[config.mk]
export PLATFORM = sky130hd
export DESIGN_NAME = amiga_pll_reconfig_ctrl
export DESIGN_NICKNAME = d
export VERILOG_FILES = /design/src/rtl/amiga_pll_reconfig_ctrl.sv
export SDC_FILE = /design/constraint.sdc
export NUM_CORES = 1
export LEC_CHECK = 0
export ABC_AREA = 1
export CAP_MARGIN = 20
export CORE_UTILIZATION = 59
export CTS_CLUSTER_SIZE = 16
export DETAILED_ROUTE_END_ITERATION = 8
export PLACE_DENSITY = 0.91
export SLEW_MARGIN = 20
export SYNTH_ARGS = -nofsm -noshare
export SYNTH_HDL_FRONTEND = slang
export SYNTH_SLANG_ARGS = --single-unit
[constraint.sdc]
create_clock -name clk_in -period 2.1 [get_ports clk_in]
set_input_delay 0.42 -clock clk_in [delete_from_list [all_inputs] [get_ports clk_in]]
set_output_delay 0.42 -clock clk_in [all_outputs]
set_load 0.005 [all_outputs]
[src/rtl/amiga_pll_reconfig_ctrl.sv]
// PAL/NTSC retune sequencer for the Amiga clock PLL: drives the ROM-based
// reconfiguration core, waits for relock, and holds the clock-enable domain meanwhile.
module amiga_pll_reconfig_ctrl #(
   parameter int SYNC_STAGES  = 2,
   parameter int CFG_TIMEOUT  = 1000,
   parameter int LOCK_TIMEOUT = 65535,
   parameter int LOCK_SETTLE  = 16,
   parameter int MAX_RETRY    = 3
) (
   input  logic       clk_in,
   input  logic       rst,
   input  logic       ntsc,
   input  logic       cfg_busy,
   input  logic       pll_locked,
   output logic       write_from_rom,
   output logic       rom_sel_ntsc,
   output logic       cfg_reconfig,
   output logic       cfg_reset,
   output logic       clk_hold,
   output logic       mode_ntsc,
   output logic       busy,
   output logic       error,
   output logic [1:0] retry_cnt
);
   localparam int SW    = (SYNC_STAGES < 2) ? 2 : SYNC_STAGES;
   localparam int SET_W = $clog2(LOCK_SETTLE + 1);

   localparam logic [15:0]      CFG_TMO  = 16'(CFG_TIMEOUT);
   localparam logic [15:0]      LOCK_TMO = 16'(LOCK_TIMEOUT);
   localparam logic [SET_W-1:0] SETTLE_N = SET_W'(LOCK_SETTLE);

   localparam logic [3:0] S_IDLE      = 4'd0;
   localparam logic [3:0] S_LOAD      = 4'd1;
   localparam logic [3:0] S_LOAD_WAIT = 4'd2;
   localparam logic [3:0] S_WAIT_IDLE = 4'd3;
   localparam logic [3:0] S_RECONF    = 4'd4;
   localparam logic [3:0] S_CFG_WAIT  = 4'd5;
   localparam logic [3:0] S_LOCK_WAIT = 4'd6;
   localparam logic [3:0] S_FAIL      = 4'd7;
   localparam logic [3:0] S_DONE      = 4'd8;

   logic [SW-1:0]    ns_sync_q, ns_sync_d;
   logic [SW-1:0]    lk_sync_q, lk_sync_d;
   logic [3:0]       state_q, state_d;
   logic             target_q, target_d;
   logic [15:0]      timer_q, timer_d;
   logic [SET_W-1:0] settle_q, settle_d;
   logic             first_q, first_d;
   logic [1:0]       retry_q, retry_d;
   logic             error_q, error_d;
   logic             mode_q, mode_d;
   logic             hold_q, hold_d;
   logic             wfr_q, wfr_d;
   logic             rcf_q, rcf_d;
   logic             crst_q, crst_d;
   logic             busy_q, busy_d;

   logic             ns, lk;
   logic [15:0]      timer_dec;
   logic [SET_W-1:0] settle_inc;
   logic [1:0]       retry_inc;

   assign ns = ns_sync_q[SW-1];
   assign lk = lk_sync_q[SW-1];

   always_comb begin
      ns_sync_d  = {ns_sync_q[SW-2:0], ntsc};
      lk_sync_d  = {lk_sync_q[SW-2:0], pll_locked};
      state_d    = state_q;
      target_d   = target_q;
      timer_d    = timer_q;
      settle_d   = settle_q;
      first_d    = 1'b0;
      retry_d    = retry_q;
      error_d    = error_q;
      mode_d     = mode_q;
      hold_d     = hold_q;
      crst_d     = 1'b0;
      timer_dec  = timer_q - 16'd1;
      settle_inc = settle_q + SET_W'(1);
      retry_inc  = (retry_q == 2'd3) ? 2'd3 : retry_q + 2'd1;

      case (state_q)
         S_IDLE: begin
            hold_d = ~lk;
            if ((ns != mode_q) && !error_q) begin
               target_d = ns;
               retry_d  = 2'd0;
               state_d  = S_LOAD;
            end
         end
         S_LOAD:      state_d = S_LOAD_WAIT;
         S_LOAD_WAIT: state_d = S_WAIT_IDLE;
         S_WAIT_IDLE: if (!cfg_busy) state_d = S_RECONF;
         S_RECONF: begin
            timer_d = CFG_TMO;
            hold_d  = 1'b1;
            first_d = 1'b1;
            state_d = S_CFG_WAIT;
         end
         // The core raises busy a cycle after the pulse, so busy=0 on the first wait cycle is stale.
         S_CFG_WAIT: begin
            timer_d = timer_dec;
            if (!cfg_busy && !first_q) begin
               timer_d  = LOCK_TMO;
               settle_d = '0;
               state_d  = S_LOCK_WAIT;
            end else if (timer_dec <= 16'd1) begin
               crst_d  = 1'b1;
               state_d = S_FAIL;
            end
         end
         S_LOCK_WAIT: begin
            timer_d  = timer_dec;
            settle_d = lk ? settle_inc : '0;
            if (lk && (settle_inc >= SETTLE_N)) state_d = S_DONE;
            else if (timer_dec == 16'd0)        state_d = S_FAIL;
         end
         S_FAIL: begin
            retry_d = retry_inc;
            if (int'(retry_inc) < MAX_RETRY) begin
               state_d = S_LOAD;
            end else begin
               error_d = 1'b1;
               hold_d  = ~lk;
               state_d = S_IDLE;
            end
         end
         // A mode change that arrived mid-sequence is picked up here with the latest value.
         S_DONE: begin
            mode_d = target_q;
            hold_d = 1'b0;
            if (ns != target_q) begin
               target_d = ns;
               retry_d  = 2'd0;
               state_d  = S_LOAD;
            end else begin
               state_d = S_IDLE;
            end
         end
         default: state_d = S_IDLE;
      endcase

      wfr_d  = (state_d == S_LOAD);
      rcf_d  = (state_d == S_RECONF);
      busy_d = (state_d != S_IDLE);
   end

   always_ff @(posedge clk_in or posedge rst) begin
      if (rst) begin
         ns_sync_q <= '0;
         lk_sync_q <= '0;
         state_q   <= S_IDLE;
         target_q  <= 1'b0;
         timer_q   <= '0;
         settle_q  <= '0;
         first_q   <= 1'b0;
         retry_q   <= 2'd0;
         error_q   <= 1'b0;
         mode_q    <= 1'b0;
         hold_q    <= 1'b1;
         wfr_q     <= 1'b0;
         rcf_q     <= 1'b0;
         crst_q    <= 1'b0;
         busy_q    <= 1'b0;
      end else begin
         ns_sync_q <= ns_sync_d;
         lk_sync_q <= lk_sync_d;
         state_q   <= state_d;
         target_q  <= target_d;
         timer_q   <= timer_d;
         settle_q  <= settle_d;
         first_q   <= first_d;
         retry_q   <= retry_d;
         error_q   <= error_d;
         mode_q    <= mode_d;
         hold_q    <= hold_d;
         wfr_q     <= wfr_d;
         rcf_q     <= rcf_d;
         crst_q    <= crst_d;
         busy_q    <= busy_d;
      end
   end

   assign write_from_rom = wfr_q;
   assign rom_sel_ntsc   = target_q;
   assign cfg_reconfig   = rcf_q;
   assign cfg_reset      = crst_q;
   assign clk_hold       = hold_q;
   assign mode_ntsc      = mode_q;
   assign busy           = busy_q;
   assign error          = error_q;
   assign retry_cnt      = retry_q;

endmodule

# After elaboration in Yosys (flattened, before gate mapping)
# Index checks and enable logic that the tools add are counted.
# word_totals
output_inout_bits	10
reg_bits	40
# classes
reduce_logical	19
add_sub_neg	3
order_cmp	3
mux	27
eq_ne	17
bitwise	2
# ops
cell	n
one-hot mux 16 bit (3 select lines)	1
one-hot mux 4 bit (9 select lines)	1
two-way mux 4 bit	6
equality test 4 x 3 -> 1 bit (second input constant)	5
less-or-equal comparator 16 x 1 -> 1 bit (second input constant)	1
zero test 16 bit	1
two-way mux 16 bit	1
subtractor 16 x 1 -> 16 bit (second input constant)	1
two-way mux 5 bit	2
one-hot mux 5 bit (2 select lines)	1
two-way mux 1 bit	9
equality test 4 x 1 -> 1 bit (second input constant)	2
equality test 4 x 2 -> 1 bit (second input constant)	2
inequality test 2 bit (second input constant)	4
nonzero test 4 bit	2
two-way mux 2 bit	3
one-hot mux 2 bit (3 select lines)	1
AND reduction 2 bit	3
AND reduction 3 bit	2
nonzero test 3 bit	2
adder 5 x 1 -> 5 bit (second input constant)	1
>= comparator 5 bit (second input constant)	1
equality test 4 bit (second input constant)	1
zero test 4 bit	1
other kinds (10)	17

# Longest topological paths before layout
# Gate-level depths: netlist (run 1).
# logic_depth
word_depth	6
depth_mapped	16
depth_no_buf	16

# Least setup slack after synthesis (run 1)
# Ideal clock, no wire load.
# synth_path
path_kind	reg2reg
start	register timer_q[0]
end	register wfr_q (netlist: write_from_rom)
path_slack_ns	0.269
t_required_ns	2.031
setup_time_ns	0.069
path_stages_with_launch	14
arrival_ns	1.762
cell_sequence	dfrtp_1 inv_1 ha_1 nand2_1 nor2_1 xor2_1 nand2_1 nor2_2 nand3_1 nand2_1 nand2_1 nand2_2 nand2_2 nor2_2
# synth_between
elab_chain_len	6
word_cells_on_any_way	9
classes_between	add/sub: 1; order compare: 1; eq/ne: 1; mux: 5; reduce/logical: 1
# synth_lines
element	line	rtl
from (decl)	46	logic [15:0] timer_q, timer_d;
from (signal assigned)	171	timer_q <= timer_d;
subtractor 16 x 1 -> 16 bit (*)	79	timer_dec = timer_q - 16'd1;
less-or-equal comparator 16 x 1 -> 1 bit / zero test 16 bit (equally long branches)	108, 117	
two-way mux 4 bit, on equally long branches	108, 117	
two-way mux 4 bit, on equally long branches	104, 116	
one-hot mux 4 bit (9 select lines) (*)	83	case (state_q)
net state_d[0]	44	logic [3:0] state_q, state_d;
equality test 4 x 1 -> 1 bit (*)	144	wfr_d = (state_d == S_LOAD);
net wfr_d	53	logic wfr_q, wfr_d;
to (signal assigned)	178	wfr_q <= wfr_d;
to (decl)	53	
# The timed path passes the listed nets; every way through them passes the cells marked *.
# A chain may end at the register's enable or synchronous reset.

# Worst setup path in the final report (run 1)
# layout_path
start	register timer_q[1]
end	register wfr_q (netlist: write_from_rom)
# The elaborated chain is that of the path after synthesis.

==> results.yml, run 1 <==
outcome:
  status: "finished clean"
routing:
  wl_um: 4930
  drt-initial-drc-count: 141
  drtPass1Iterations: 6
  drcViolationCount: 0
  vias_per_cell: 5.41
  antenna_left: 0
  drt-wirelength-per-cell_um: 13.1
  num_vias: 2039
critical_path:
  critical_path_required_ns: 2.34
  cp.arrival_ns: 2.22
  crit_path_max_incr_delay_ns: 0.42
  crit_end: "write_from_rom$_DFF_PP0_"
  crit_buf_inv: 1
  crit_slowest_cell: "dfrtp_1"
  path_depth: 14
  cpLargestDelayFamily: "simple AND/OR/NAND/NOR gates"
  reg2reg_to: "write_from_rom$_DFF_PP0_"
  critical_path.cell_chain: "inv_2 > ha_2 > nand3_1 > nor2_1 > nor2_1 > nor2_1 > nand2_1 > nor2_2 > nand3_1 > nand2_1 > nand2_1 > nand2_2 > nand2_2 > nor2_2"
  r2r_cells: 14
  cp_max_fo: 4
  critPathLaunch: "timer_q[1]$_DFFE_PP0P_"
  cp-end-kind: "flop"
  reg2reg_from: "timer_q[1]$_DFFE_PP0P_"
  cp-start-kind: "flop"
  worstSetupPathType: "flop to flop"
  reg2reg_slack_ns: 0.12
layout:
  drive_above_1_share_pct: 15.5
  final_core_util_pct: 71.9
  fin_nets: 338
  syn_to_final_growth_pct: 15.8
  nFillCells: 281
  fin_area_um2: 2650
  antenna_cells: 0
logic_synthesis:
  avgSynthCellArea_um2: 7.56
  syn_nets: 313
  ys_types: 32
  synth_cells: 303
  ys_seq_elements: 40
  syn_area_um2: 2290
  synth_seq_area_share_pct: 43.8
  synth_warnings: 0
sta:
  setup_viol: 0
  max_freq_ghz: 0.505
  slew_headroom_pct: 67.3
  skew_ns: 0.00504
  fin_setup_tns_ns: 0
  worstMarginPinSlew_ns: 0.490
  slew_viol_final: 0
  hold_viol_final: 0
  min_period_ns: 1.98
  period_share_pct: 94.2
floorplanning:
  die_w_um: 64.3
  die_area_um2: 4130
  die_y_um: 64.3
  num_rows: 22
  start_util_pct: 62.1
  core_um2: 3690
  ios: 15
cts:
  ctsHoldBuffers: 0
  clock-root-buffer: "clkbuf_8"
  htreeDepth: 2
  cts_inserted_buffers: 5
  clock_latency_ns: 0.30
  clk_pin_slew_worst_paths_ns: 0.08
  clockBufferDepth: 2
  cts_tree: "built"
  cts_sinks: 40
place:
  gp_congestion: 0.929
  io_buffers: 14
  place_area_um2: 2520
  dp_hpwl_um: 3520
global_route:
  antenna_found_initial: 0
  grt_pass1_vias: 1804
  grt-ovfl-total: 0
  grt_start_max_net_pins: 41
  grt_pass1_wl_um: 8090
  grtUsageTotal_pct: 25.7
hold_path:
  min_path_type: "flop to flop"
pwr:
  p_per_area_nw_per_um2: 1300
  p_leak_nw: 1.27
  ir_worst_vdd_mv: 0.687
flow_run:
  cap_viol_max_count: 0
## flip-flops by register name, summed over array words and instances, names as in the netlist, 2 cells and up
name	cells
ns_sync_q	2
lk_sync_q	2
settle_q	5
retry_cnt	2
state_q	4
timer_q	16
## worst min path at each step
stage / startpoint / end / slack (ns) / depth (start not counted)
floorplan: lk_sync_q[0]$_DFF_PP0_ / lk_sync_q[1]$_DFF_PP0_ / 0.33 / 0
global placement: ns_sync_q[0]$_DFF_PP0_ / ns_sync_q[1]$_DFF_PP0_ / 0.33 / 0
detailed placement: lk_sync_q[0]$_DFF_PP0_ / lk_sync_q[1]$_DFF_PP0_ / 0.34 / 0
CTS: lk_sync_q[0]$_DFF_PP0_ / lk_sync_q[1]$_DFF_PP0_ / 0.36 / 0
global route: ns_sync_q[0]$_DFF_PP0_ / ns_sync_q[1]$_DFF_PP0_ / 0.37 / 0
finish: ns_sync_q[0]$_DFF_PP0_ / ns_sync_q[1]$_DFF_PP0_ / 0.36 / 0
## metal layers
| layer | share of wire [%] | vias to the layer above | global-route usage [%] |
|---|---|---|---|
| li1 | - | 1013 | - |
| met1 | 46 | 935 | 35.8 |
| met2 | 45 | 80 | 38.9 |
| met3 | 7.3 | 11 | 5.71 |
| met4 | 1.6 | 0 | 9.72 |
| met5 | 0 | - | 0 |
## synthesized netlist by cell type
master     instances  area [um^2]
nand2_1           64          240
inv_1             49          184
dfrtp_1           39          976
nor2_1            39          146
nand3_1           22          110
nor2_2            14         87.6
o21ai_0           14         70.1
a21oi_1            9         45.0
nor3_1             8         40.0
ha_1               5         62.6
a22oi_1            4         30.0
inv_2              4         15.0
nand2_2            4         25.0
o22ai_1            4         25.0
nand4_1            3         18.8
xor2_1             3         26.3
o2bb2ai_1          2         17.5
xnor2_1            2         17.5
a21oi_2            1         8.76
a32o_1             1         10.0
and2_1             1         6.26
clkbuf_1           1         3.75
dfstp_2            1         26.3
mux2_4             1         15.0
nand2_4            1         11.3
nor2_4             1         11.3
nor2_8             1         20.0
nor3_2             1         10.0
nor3b_1            1         7.51
o2111ai_1          1         8.76
o211ai_1           1         7.51
or2_1              1         6.26
## logic make-up after synthesis
logic type      count (synthesis)  synth area share, %
buf+inv                        54                 8.85
flops                          40                 43.8
simple gates                  161                 32.4
compound gates                 37                 9.73
xor+xnor                        5                 1.91
fa+ha+maj                       5                 2.73
mux                             1                0.656
## where the power goes
group | internal [mW] | switching, mW | leakage [nW] | total, mW
Combinational | 0.670 | 0.993 | 0.744 | 1.66
Sequential | 1.03 | 0.249 | 0.486 | 1.28
Clock | 0.232 | 0.282 | 0.0412 | 0.514
## placed cells by master, fill, tap and decap left out, types with 6 or more instances in the layout
cell	n
nand2_1	63
clkdlybuf4s50_1	14
a21oi_1	9
nor3_1	6
inv_1	48
dfrtp_1	39
nor2_1	36
o21ai_0	14
nor2_2	15
nand3_1	21
## metrics by stage
stage	hold WS [ns]	setup WS (ns)	instances	total power, mW
6_report	0.359	0.121	377	3.46
5_1_grt	0.370	-0.00109	377	3.72
4_1_cts	0.358	0.0481	376	3.37
3_5_place_dp	0.339	0.0749	368	2.86
3_3_place_gp	0.332	0.154	368	2.79
2_1_floorplan	0.331	0.269	303	2.38
## cell type report
cell class                      count  area [um^2]  area share [%]
Clock inverter                      2         12.5           0.472
Clock buffer                        6         72.6            2.74
Inverter                           53          199            7.50
Timing Repair Buffer               19          178            6.70
Multi-Input combinational cell    209         1130            42.5
Sequential cell                    40         1000            37.8
Tap cell                           48         60.1            2.27
## repair_timing
action | CTS | global route
endpoints found under the hold margin | 0 | 0
resized for setup | 0 | 12
endpoints found under the setup margin | 0 | 6
buffers inserted | 0 | 1
No activity file was read; power rests on OpenSTA's default activity.
==> run 2: changes to the inputs <==
--- a/config.mk
+++ b/config.mk
@@ -8,9 +8,10 @@
 export ABC_AREA = 1
 export CAP_MARGIN = 20
 export CORE_UTILIZATION = 59
+export CTS_CLUSTER_DIAMETER = 100
 export CTS_CLUSTER_SIZE = 16
 export DETAILED_ROUTE_END_ITERATION = 8
-export PLACE_DENSITY = 0.91
+export PLACE_DENSITY = 0.76
 export SLEW_MARGIN = 20
 export SYNTH_ARGS = -nofsm -noshare
 export SYNTH_HDL_FRONTEND = slang
==> run 2 against run 1 <==
First-iteration DRC count down 27%. Die area did not move. Register-to-register slack improved by 0.08 ns. Largest power group unchanged. Critical path type unchanged. Worst hold slack worse by 0.0051 ns. Via count down 1.1%. Global-route usage increased by 0.90 points. Sequential power hardly changed. Clock skew down 0.0027 ns. Clock power grew 27%. Power is 4.6% higher. Combinational power about the same.
==> results.yml, run 2 (same netlist as run 1, synthesis figures left out) <==
global_route:
  grt-ovfl-total: 0
  grtUsageTotal_pct: 26.6
  grt_start_max_net_pins: 41
  grt_pass1_vias: 1875
  antenna_found_initial: 0
  grt_pass1_wl_um: 8290
layout:
  seq_area_um2: 1000
  syn_to_final_growth_pct: 17.3
  reg_top3: "timer_q x16, settle_q x5, state_q x4"
  mostFrequentLayoutCells: "63 x nand2_1, 47 x inv_1, 39 x dfrtp_1"
  fin_cells: 377
  fin_area_um2: 2690
  largest_register_ffs: 16
  final_common_cell: "nand2_1"
  antenna_cells: 0
  regMostFlops: "timer_q"
  drive_above_1_share_pct: 15.8
  nFillCells: 289
  multi_input_area_um2: 1130
  fin_nets: 338
routing:
  num_vias: 2016
  drt-initial-drc-count: 103
  antenna_left: 0
  drt-wirelength-per-cell_um: 13.0
  drtPass1Iterations: 5
  wl_um: 4910
  drcViolationCount: 0
  vias_per_cell: 5.35
sta:
  rsz0062_at_grt: "false"
  hold_viol_final: 0
  worstMarginPinSlew_ns: 0.487
  setup_slack_ns: 0.198
  min_period_ns: 1.90
  setup_viol: 0
  slew_viol_final: 0
  period_share_pct: 90.6
  fin_setup_tns_ns: 0
  max_freq_ghz: 0.526
  slew_headroom_pct: 67.5
  skew_ns: 0.00238
place:
  dp_cells: 369
  place_ws_ns: 0.0399
  dp_hpwl_um: 3670
  io_buffers: 14
  place_area_um2: 2520
  gp_congestion: 0.902
pwr:
  p_leak_nw: 1.29
  total_power_mw: 3.62
  ir_worst_vdd_mv: 0.837
  seq_power_share_pct: 35.4
  p_per_area_nw_per_um2: 1350
  power.clock.fraction_pct: 18.1
  swShare_pct: 42.6
  power.internal_mw: 2.08
  combPwrFrac_pct: 46.6
  p_switching_mw: 1.54
critical_path:
  cp-start-kind: "flop"
  worstSetupPathType: "flop to flop"
  cp-end-kind: "flop"
  cp.arrival_ns: 2.14
  cp_max_fo: 4
  critical_path_required_ns: 2.34
floorplanning:
  die_y_um: 64.3
  ios: 15
  die_w_um: 64.3
  die_area_um2: 4130
  core_um2: 3690
  start_util_pct: 62.1
  num_rows: 22
cts:
  clock_latency_ns: 0.30
  clockBufferDepth: 2
  clock-root-buffer: "clkbuf_8"
  post_cts_buffers: 0
  htreeDepth: 2
  cts_inserted_buffers: 5
  cts_sinks: 40
  cts_tree: "built"
  clk_pin_slew_worst_paths_ns: 0.08
flow_run:
  cap_viol_max_count: 0
outcome:
  status: "finished clean"
hold_path:
  min_path_type: "flop to flop"
run 2: cell types whose count changed in the layout (fill, tap and decap cells not counted), sizes merged:
cell / previous run / this run
bufinv: 0 / 1
inv: 53 / 54
clkinv: 1 / 0
clkbuf: 6 / 5
run 2: area by class of cell:
type                    count  area share [%]
clock buffers               5            2.56
clock inverters             3            1.72
inverters                  53            7.41
repair buffers             19            6.61
flip-flops and latches     40            37.3
well taps                  48            2.24
multi-input cells         209            42.2
run 2: final timing paths:
kind / from / to / slack, ns / cells past startpoint
hold / removal: ns_sync_q[0]$_DFF_PP0_ / ns_sync_q[1]$_DFF_PP0_ / 0.35 / 0
setup / recovery: timer_q[2]$_DFFE_PP0P_ / write_from_rom$_DFF_PP0_ / 0.20 / 15
hold reg to reg: ns_sync_q[0]$_DFF_PP0_ / ns_sync_q[1]$_DFF_PP0_ / 0.35 / 0
setup reg to reg: timer_q[2]$_DFFE_PP0P_ / write_from_rom$_DFF_PP0_ / 0.20 / 15
min in group asynchronous: rst / timer_q[1]$_DFFE_PP0P_ / 0.52 / 3
max in group asynchronous: rst / clk_hold$_DFFE_PP1P_ / 1.22 / 3
run 2: repair_timing:
item                                    CTS  global route
endpoints found under the setup margin    0             5
gates resized for setup                   0            13
hold endpoints to repair                  0             0
hold buffers                              0             0
run 2: metrics by stage:
stage               util (%)  hold WS [ns]
floorplan                  -         0.331
global placement        68.4         0.334
detailed placement      68.4         0.335
CTS                     71.5         0.357
global route            72.8         0.365
finish                  72.8         0.354
run 2: routing by layer:
layer,part of all wire (%),vias to the layer above,GRT usage [%]
met3,7.7,10,8.21
met5,0,-,0
li1,-,1012,-
met1,48,925,37.7
met2,42,69,38.2
met4,2.0,0,9.44
run 2: worst max-delay path, cell delays in order (launching register included):
cell	delay, ns
dfrtp_1	0.44
nor2_2	0.22
nand2_4	0.13
nor2_4	0.13
nand2_1	0.06
nand2_1	0.06
nand2_1	0.07
inv_1	0.06
nand2_1	0.05
nor2_2	0.17
nand3_1	0.10
nand2_1	0.07
nand2_1	0.07
nand2_2	0.08
nand2_2	0.05
nor2_2	0.08
run 2: power by group through the flow:
stage	Sequential [mW]	Combinational [mW]	Clock, mW
floorplan	1.24	1.14	0
global placement	1.28	1.56	0
detailed placement	1.29	1.59	0
CTS	1.27	1.60	0.666
global route	1.31	1.90	0.695
finish	1.28	1.68	0.654
==> run 3: changes to the inputs <==
--- a/config.mk
+++ b/config.mk
@@ -7,11 +7,14 @@
 export LEC_CHECK = 0
 export ABC_AREA = 1
 export CAP_MARGIN = 20
-export CORE_UTILIZATION = 59
+export CELL_PAD_IN_SITES_DETAIL_PLACEMENT = 1
+export CELL_PAD_IN_SITES_GLOBAL_PLACEMENT = 2
+export CORE_UTILIZATION = 36
+export CTS_BUF_LIST = sky130_fd_sc_hd__clkbuf_8
 export CTS_CLUSTER_DIAMETER = 100
 export CTS_CLUSTER_SIZE = 16
 export DETAILED_ROUTE_END_ITERATION = 8
-export PLACE_DENSITY = 0.76
+export PLACE_DENSITY = 0.78
 export SLEW_MARGIN = 20
 export SYNTH_ARGS = -nofsm -noshare
 export SYNTH_HDL_FRONTEND = slang
==> constraint.sdc (replaced) <==
create_clock -name clk_in -period 1.8 [get_ports clk_in]
set_input_delay 0.36 -clock clk_in [delete_from_list [all_inputs] [get_ports clk_in]]
set_output_delay 0.36 -clock clk_in [all_outputs]
set_load 0.005 [all_outputs]
==> run 3 against run 2 <==
The flow now finishes with violations (negative setup slack). Largest power group unchanged. Critical path type unchanged. Maximum frequency decreased by 2.5%. Setup slack got worse by 0.35 ns. Power increased by 43%. Critical endpoint unchanged. Critical path depth increased by 2. Cell area increased by 22%. Non-clock buffer count increased by 46. Largest cell class unchanged. Wire length increased by 44%. Count of clock-buffer cells in the layout unchanged. Sequential share of layout area decreased by 6.6 points.
==> results.yml, run 3 (same netlist as run 1, synthesis figures left out) <==
routing:
  num_vias: 2231
  drtPass1Iterations: 4
  drt-initial-drc-count: 50
  drt-wirelength-per-cell_um: 15.7
  wl_um: 7060
  vias_per_cell: 4.96
  antenna_left: 0
  drcViolationCount: 0
layout:
  syn_to_final_growth_pct: 43.0
  regMostFlops: "timer_q"
  fin_nets: 384
  antenna_cells: 0
  drive_above_1_share_pct: 36.0
  final_core_util_pct: 54.3
  reg_top3: "timer_q x16, settle_q x5, state_q x4"
  fin_cells: 450
  fin_area_um2: 3270
  largest_register_ffs: 16
  mostFrequentLayoutCells: "45 x nand2_1, 45 x buf_4, 44 x inv_1"
  nFillCells: 746
sta:
  slew_viol_final: 0
  slew_headroom_pct: 80.8
  period_share_pct: 108
  hold_ws_ns: 0.360
  hold_viol_final: 0
  setup_viol: 5
  fin_setup_tns_ns: -0.409
  rsz0062_at_grt: "true"
  setup_slack_ns: -0.150
  worstMarginPinSlew_ns: 0.284
  skew_ns: 0.00546
  max_freq_ghz: 0.513
  min_period_ns: 1.95
global_route:
  grt_pass1_vias: 2233
  grt_start_max_net_pins: 41
  grt-ovfl-total: 0
  grtUsageTotal_pct: 22.5
  antenna_found_initial: 0
  grt_pass1_wl_um: 11100
hold_path:
  holdPathEnd: "lk_sync_q[1]$_DFF_PP0_"
  min_path_type: "flop to flop"
  min_path_cells: 0
  hold_start: "lk_sync_q[0]$_DFF_PP0_"
floorplanning:
  ios: 15
  num_rows: 28
  die_w_um: 81.8
  core_um2: 6030
  die_area_um2: 6680
  die_y_um: 81.8
  start_util_pct: 38.0
place:
  io_buffers: 14
  gp_congestion: 0.779
  dp_hpwl_um: 5080
  place_ws_ns: -0.318
  dp_cells: 429
  place_area_um2: 2820
cts:
  htreeDepth: 2
  cts_sinks: 40
  cts_inserted_buffers: 5
  clock_latency_ns: 0.30
  clock-root-buffer: "clkbuf_8"
  ctsHoldBuffers: 0
  cts_tree: "built"
  clk_pin_slew_worst_paths_ns: 0.09
  clockBufferDepth: 2
critical_path:
  cp-start-kind: "flop"
  cp_max_fo: 3
  reg2reg_slack_ns: -0.15
  r2r_cells: 17
  worstSetupPathType: "flop to flop"
  cp.arrival_ns: 2.19
  critical_path_required_ns: 2.04
  cp-end-kind: "flop"
  reg2reg_from: "timer_q[4]$_DFFE_PP0P_"
  reg2reg_to: "write_from_rom$_DFF_PP0_"
flow_run:
  cap_viol_max_count: 0
pwr:
  p_leak_nw: 1.54
  p_per_area_nw_per_um2: 1580
  ir_worst_vdd_mv: 0.737
  total_power_mw: 5.17
outcome:
  status: "finished, violations left"
  violations: "negative setup slack"
## run 3: worst max path at each step
stage / start / to / cells after the start
after floorplan: timer_q[0]$_DFFE_PP0P_ / write_from_rom$_DFF_PP0_ / 13
after global placement: timer_q[1]$_DFFE_PP0P_ / busy$_DFF_PP0_ / 12
after detailed placement: timer_q[1]$_DFFE_PP0P_ / busy$_DFF_PP0_ / 12
after CTS: timer_q[1]$_DFFE_PP0P_ / write_from_rom$_DFF_PP0_ / 16
after global routing: timer_q[4]$_DFFE_PP0P_ / write_from_rom$_DFF_PP0_ / 17
final: timer_q[4]$_DFFE_PP0P_ / write_from_rom$_DFF_PP0_ / 17
## run 3: cell type report
cell class / instances / area (um^2) / share of cell area [%]
Clock buffer: 5 / 68.8 / 2.10
Sequential cell: 40 / 1010 / 30.7
Tap cell: 75 / 93.8 / 2.87
Inverter: 53 / 201 / 6.15
Multi-Input combinational cell: 209 / 1300 / 39.8
Clock inverter: 3 / 46.3 / 1.41
Timing Repair Buffer: 65 / 554 / 16.9
## run 3: repair_timing
item,4_1_cts,5_1_grt
pin swaps,7,21
endpoints found under the setup margin,6,24
buffers inserted,5,9
resized for setup,25,45
hold endpoints to repair,0,0
## run 3: metal layers
| layer | vias up | GRT usage, % | wire length (um) |
|---|---|---|---|
| li1 | 1103 | - | - |
| met3 | 7 | 3.67 | 236 |
| met2 | 22 | 35.7 | 3430 |
| met1 | 1099 | 31.9 | 3330 |
| met4 | 0 | 4.74 | 65 |
| met5 | - | 0 | 0 |
## run 3: report_power, final
group	leakage [nW]	internal (mW)	switching, mW
registers	0.484	1.21	0.307
logic	0.999	1.32	1.55
clock network	0.0548	0.418	0.353
total	1.54	2.95	2.21
## run 3: critical path: stages (launching register included)
cell and delay (ns):
dfrtp_1 0.43, nor2_2 0.18, buf_6 0.13, inv_4 0.03, nor2_4 0.11, buf_6 0.11, nand2_2 0.04, nand2_2 0.06
nand2_2 0.07, inv_2 0.06, nand2_2 0.05, nor2_4 0.15, nand3_2 0.09, nand2_2 0.08, nand2_2 0.06, nand2_2 0.08
nand2_2 0.05, nor2_2 0.10
